**src/rtl/grf_write_arbiter.sv**
```systemverilog
`default_nettype none
// ============================================================================
// Module      : grf_write_arbiter
// Description : Owns the single GRF write port. WB has strict priority; MDU
//               results wait in a 1-entry hold register and commit in the
//               first cycle WB does not write. Keeps a pending-destination
//               scoreboard for in-flight MDU ops to drive the decode stall,
//               and asks for a WB bubble when a held result starves.
// Ports       : clk, reset (async, active-high)
//               wb_we/wb_wa/wb_wd/wb_pc          WB write request
//               mdu_issue/mdu_issue_rd           MDU op issued (sets pending)
//               mdu_valid/mdu_wa/mdu_wd/mdu_pc   MDU result, mdu_ready handshake
//               d_rs/d_rt -> stall               decode RAW check
//               freeze_req                       WB bubble request
//               grf_we/grf_wa/grf_wd/grf_pc      GRF write port (combinational)
// Config      : GRF_TRACE_EN - when defined, prints one trace line per
//               committed GRF write. Ports and timing are unchanged.
// Revision    : 1.0 - initial release
// ============================================================================
module grf_write_arbiter #(
  parameter int STARVE_MAX = 4,
  parameter int CNT_W      = 3
) (
  input  logic        clk,
  input  logic        reset,
  input  logic        wb_we,
  input  logic [4:0]  wb_wa,
  input  logic [31:0] wb_wd,
  input  logic [31:0] wb_pc,
  input  logic        mdu_issue,
  input  logic [4:0]  mdu_issue_rd,
  input  logic        mdu_valid,
  input  logic [4:0]  mdu_wa,
  input  logic [31:0] mdu_wd,
  input  logic [31:0] mdu_pc,
  output logic        mdu_ready,
  input  logic [4:0]  d_rs,
  input  logic [4:0]  d_rt,
  output logic        stall,
  output logic        freeze_req,
  output logic        grf_we,
  output logic [4:0]  grf_wa,
  output logic [31:0] grf_wd,
  output logic [31:0] grf_pc
);

  localparam logic [CNT_W-1:0] C_CNT_MAX = '1;
  localparam logic [CNT_W-1:0] C_STARVE  = CNT_W'(STARVE_MAX);

  // Hold register
  logic        hold_full_q, hold_full_d;
  logic [4:0]  hold_wa_q,   hold_wa_d;
  logic [31:0] hold_wd_q,   hold_wd_d;
  logic [31:0] hold_pc_q,   hold_pc_d;

  // Scoreboard and starvation state
  logic [31:0]      pending_q, pending_d;
  logic [CNT_W-1:0] cnt_q,     cnt_d;
  logic             freeze_q,  freeze_d;

  // Combinational decisions
  logic        wb_req;
  logic        hold_sel;
  logic        hold_commit;
  logic        accept;
  logic [31:0] pend_set;
  logic [31:0] pend_clr;

  always_comb begin
    // Writes to $0 are not requests at all.
    wb_req      = wb_we && (wb_wa != 5'd0);
    // Hold drains whenever WB leaves the port free; a $0 entry drains silently.
    hold_sel    = !wb_req && hold_full_q;
    hold_commit = hold_sel && (hold_wa_q != 5'd0);
    // Only accept into an empty hold, so a new result never bypasses to the port.
    accept      = mdu_valid && !hold_full_q;
  end

  // Write port: driven straight from the arbitration, forced quiet in reset.
  always_comb begin
    grf_we = 1'b0;
    grf_wa = 5'd0;
    grf_wd = 32'd0;
    grf_pc = 32'd0;
    if (!reset) begin
      if (wb_req) begin
        grf_we = 1'b1;
        grf_wa = wb_wa;
        grf_wd = wb_wd;
        grf_pc = wb_pc;
      end else if (hold_commit) begin
        grf_we = 1'b1;
        grf_wa = hold_wa_q;
        grf_wd = hold_wd_q;
        grf_pc = hold_pc_q;
      end
    end
  end

  // Next-state for hold register
  always_comb begin
    hold_full_d = hold_full_q;
    hold_wa_d   = hold_wa_q;
    hold_wd_d   = hold_wd_q;
    hold_pc_d   = hold_pc_q;
    if (hold_sel) begin
      hold_full_d = 1'b0;
    end else if (accept) begin
      hold_full_d = 1'b1;
      hold_wa_d   = mdu_wa;
      hold_wd_d   = mdu_wd;
      hold_pc_d   = mdu_pc;
    end
  end

  // Scoreboard: set is applied after clear so a same-cycle set wins.
  always_comb begin
    pend_set  = 32'd0;
    pend_clr  = 32'd0;
    if (mdu_issue && (mdu_issue_rd != 5'd0))
      pend_set = 32'd1 << mdu_issue_rd;
    if (hold_commit)
      pend_clr = 32'd1 << hold_wa_q;
    pending_d = (pending_q & ~pend_clr) | pend_set;
  end

  // Starvation counter: counts cycles the hold is full and WB takes the port.
  always_comb begin
    cnt_d = cnt_q;
    if (!hold_full_q || hold_sel)
      cnt_d = '0;
    else if (cnt_q != C_CNT_MAX)
      cnt_d = cnt_q + 1'b1;
    // Looking at the next count makes freeze drop the cycle after the commit.
    freeze_d = (cnt_d >= C_STARVE);
  end

  always_ff @(posedge clk or posedge reset) begin
    if (reset) begin
      hold_full_q <= 1'b0;
      hold_wa_q   <= 5'd0;
      hold_wd_q   <= 32'd0;
      hold_pc_q   <= 32'd0;
      pending_q   <= 32'd0;
      cnt_q       <= '0;
      freeze_q    <= 1'b0;
    end else begin
      hold_full_q <= hold_full_d;
      hold_wa_q   <= hold_wa_d;
      hold_wd_q   <= hold_wd_d;
      hold_pc_q   <= hold_pc_d;
      pending_q   <= pending_d;
      cnt_q       <= cnt_d;
      freeze_q    <= freeze_d;
    end
  end

  assign mdu_ready  = !hold_full_q;
  assign freeze_req = freeze_q;
  // Uses registered pending bits only: a commit this cycle does not unstall yet.
  assign stall = ((d_rs != 5'd0) && pending_q[d_rs]) ||
                 ((d_rt != 5'd0) && pending_q[d_rt]);

`ifdef GRF_TRACE_EN
  always @(posedge clk) begin
    if (!reset && grf_we)
      $display("%d@%h: $%d <= %h", $time, grf_pc, grf_wa, grf_wd);
  end
`else
`endif

endmodule
`default_nettype wire

```
**config.mk**
```make
export PLATFORM = sky130hd
export DESIGN_NAME = grf_write_arbiter
export DESIGN_NICKNAME = d
export VERILOG_FILES = /design/src/rtl/grf_write_arbiter.sv
export SDC_FILE = /design/constraint.sdc
export NUM_CORES = 1
export LEC_CHECK = 0
export CORE_MARGIN = 2
export CORE_UTILIZATION = 46
export DETAILED_ROUTE_END_ITERATION = 16
export GPL_TIMING_DRIVEN = 0
export PLACE_DENSITY = 0.84
export SYNTH_ARGS = -nofsm -noshare
export SYNTH_HDL_FRONTEND = slang
export SYNTH_SLANG_ARGS = --single-unit
```
**constraint.sdc**
```tcl
create_clock -name clk -period 7.2 [get_ports clk]
set_clock_uncertainty 0.2 [all_clocks]
set_input_delay 1.08 -clock clk [delete_from_list [all_inputs] [get_ports clk]]
set_output_delay 1.08 -clock clk [all_outputs]
set_load 0.02 [all_outputs]
```
==> results.yml <==
clock_network:
  cts_root_buf: "clkbuf_16"
  clk_pin_slew_ns: 0.06
  cts_buffers: 9
  cts_tree: "yes"
  cts-htree-levels: 3
  clkSinkCount: 105
  cts_buffer_depth: 2
  post_cts_buffers: 0
  cts-resized-gates: 0
  insertion_delay_ns: 0.34
  holdBufCountCts: 0
final_layout:
  num_antenna_cells: 0
  fillers: 1060
  final_cell_mix: "226 x clkdlybuf4s50_1, 105 x dfrtp_1, 72 x mux2_2"
  stdcell_count: 1021
  multiInputGateArea_sq_um: 3480
  final_area_sq_um: 9180
  area_delta_synth_final_pct: 43.3
  final_common_cell: "clkdlybuf4s50_1"
  fin_util: 0.669
  fin_nets: 998
  seqCellArea_sq_um: 2630
  drive_gt1_frac: 0.138
detailed_routing:
  drt-total-wl_mm: 20.0
  ant_nets: 0
  drt-wirelength-per-cell_microns: 19.6
  first_pass_iters: 13
  drc: 1
  drt_iter0_drc: 461
  routed_via_density: 5.75
  vias: 5867
setup_path:
  slowest_delay_ns: 0.62
  path_buf_inv: 4
  crit_path_start_kind: "input port"
  r2r_start: "hold_wa_q[1]"
  path_cells: "clkdlybuf4s50_1 > or4_1 > o21a_1 > clkbuf_1 > clkbuf_1 > nor3b_1 > o21a_1 > clkdlybuf4s50_1"
  cp_slowest_cell: "clkdlybuf4s50_1"
  path_class: "in -> out"
  crit_family: "buffers and inverters"
  cp_data_arrival_time_ns: 4.19
  cp-end-kind: "output pin"
  required_ns: 5.92
  path_max_fanout: 10
  crit_path_start: "wb_wa[0]"
floorplanning:
  die_w_microns: 122
  start_util: 0.467
  rows: 43
  die_y_microns: 122
  io_pins: 231
  core_area_sq_um: 13700
  die_area_sq_um: 14900
grt:
  grt_max_degree: 71
  antenna_found_initial: 0
  grt_pass1_wl_mm: 31.3
  grt_use_total: 0.272
  grt_pass1_vias: 6156
  overflow: 0
synth:
  ys_seq_area_frac: 0.410
  synthTopCellsByArea: "dfrtp_1 41%, mux2_2 13%, o21a_1 7.6%, nor3b_1 7.5%, and2_1 5.5%"
  yosysUniqueCellTypes: 52
  syn_area_sq_um: 6400
  yosysWarnings: 0
  synthArstFlopShare: 1.00
  synth_edf_count: 0
  ys_ff_latch: 105
  synth_top_area_frac: 0.410
  synth_flop_cell: "dfrtp_1"
  syn_inst: 601
  synth_fp_nets: 760
  synth_top_area_cell: "dfrtp_1"
  synth_area_per_cell_sq_um: 10.7
sta:
  period_share: 0.760
  post-route-min-period_ns: 5.47
  setup_violations: 0
  tightest_slew_ns: 0.775
  finalHoldViolations: 0
  slew_violations: 0
  slew_headroom: 0.479
  max_freq_mhz: 183
  timing.hold.ws_ns: 0.302
  rsz0062_at_grt: "no"
worst_hold_path:
  hold_start: "pending_q[0]"
  hold_path_class: "reg -> reg"
power:
  ir_worst_vdd_mv: 0.152
  p_leak_nw: 3.53
  p_per_area_nw_per_um2: 207
  p_total_w: 0.00190
placement:
  dp_cells: 1008
  gp_congestion: 0.899
  placed_cell_area_sq_um: 8920
  portBuffers: 226
  place_hpwl_mm: 15.2
run_status:
  status: "finished, violations left"
  violations: "DRC"
job:
  timing.max_cap.violations: 0
state kept, by name (all words and copies together) (netlist names):
register / flops
cnt_q: 3
hold_full_q: 1
hold_pc_q: 32
hold_wa_q: 5
hold_wd_q: 32
pending_q: 32
cells in the mapped netlist (all sizes together), types with 2 or more instances:
cell type,instances
dfrtp,105
mux2,72
and2,65
o21a,65
nor3b,64
clkbuf,42
nand2,25
inv,17
o21ai,17
o41ai,16
o221ai,15
mux4,13
buf,11
nor2,10
a21oi,7
nand2b,7
nand4b,6
nand3,5
nor4,4
mux2i,3
nand3b,3
or2,3
a21o,2
a311o,2
a32oi,2
nor2b,2
o31ai,2
or2b,2
or4,2
or4bb,2
power by group:
| part | internal (W) | switching, W |
|---|---|---|
| clock network | 0.000238 | 0.000203 |
| logic | 0.000361 | 0.000298 |
| registers | 0.000717 | 0.0000807 |
worst paths after layout:
path                                 to  slack [ns]  cells past startpoint
max reg2reg                pending_q[2]        4.57                      6
min                        pending_q[0]        0.30                      1
min in group asynchronous  hold_pc_q[3]        1.23                      3
max in group asynchronous  hold_wd_q[8]        4.82                      4
min reg2reg                pending_q[0]        0.30                      1
max                          grf_wd[19]        1.73                      8
layout make-up:
cell class | instances | area share
inverters | 17 | 0.00695
repair buffers | 227 | 0.250
multi-input cells | 426 | 0.379
clock inverters | 1 | 0.000545
well taps | 180 | 0.0245
clock buffers | 12 | 0.0269
plain buffers | 53 | 0.0259
flip-flops and latches | 105 | 0.286
kinds of logic after synthesis:
group                      Yosys count  synth area share
xor gates and xnor gates             1           0.00137
muxes                               88             0.179
buffers and inverters               70            0.0465
AOI/OAI and AO/OA                  134             0.157
and+or+nand+nor                    202             0.204
DFF                                105             0.410
adders and majority gates            1           0.00195
routing by layer:
metal	global-route usage	wire, microns	vias to the layer above
met5	0	0	-
met4	0.106	667	0
met3	0.0890	1780	55
met2	0.477	10200	315
met1	0.308	7390	2833
li1	-	-	2664
stage by stage:
step	setup slack [ns]	TNS (ns)
2_1_floorplan	1.07	0
3_3_place_gp	-1.22	-58.65
3_5_place_dp	1.70	0
4_1_cts	1.69	0
5_1_grt	1.59	0
6_report	1.73	0
No activity file was read; power rests on OpenSTA's default activity.
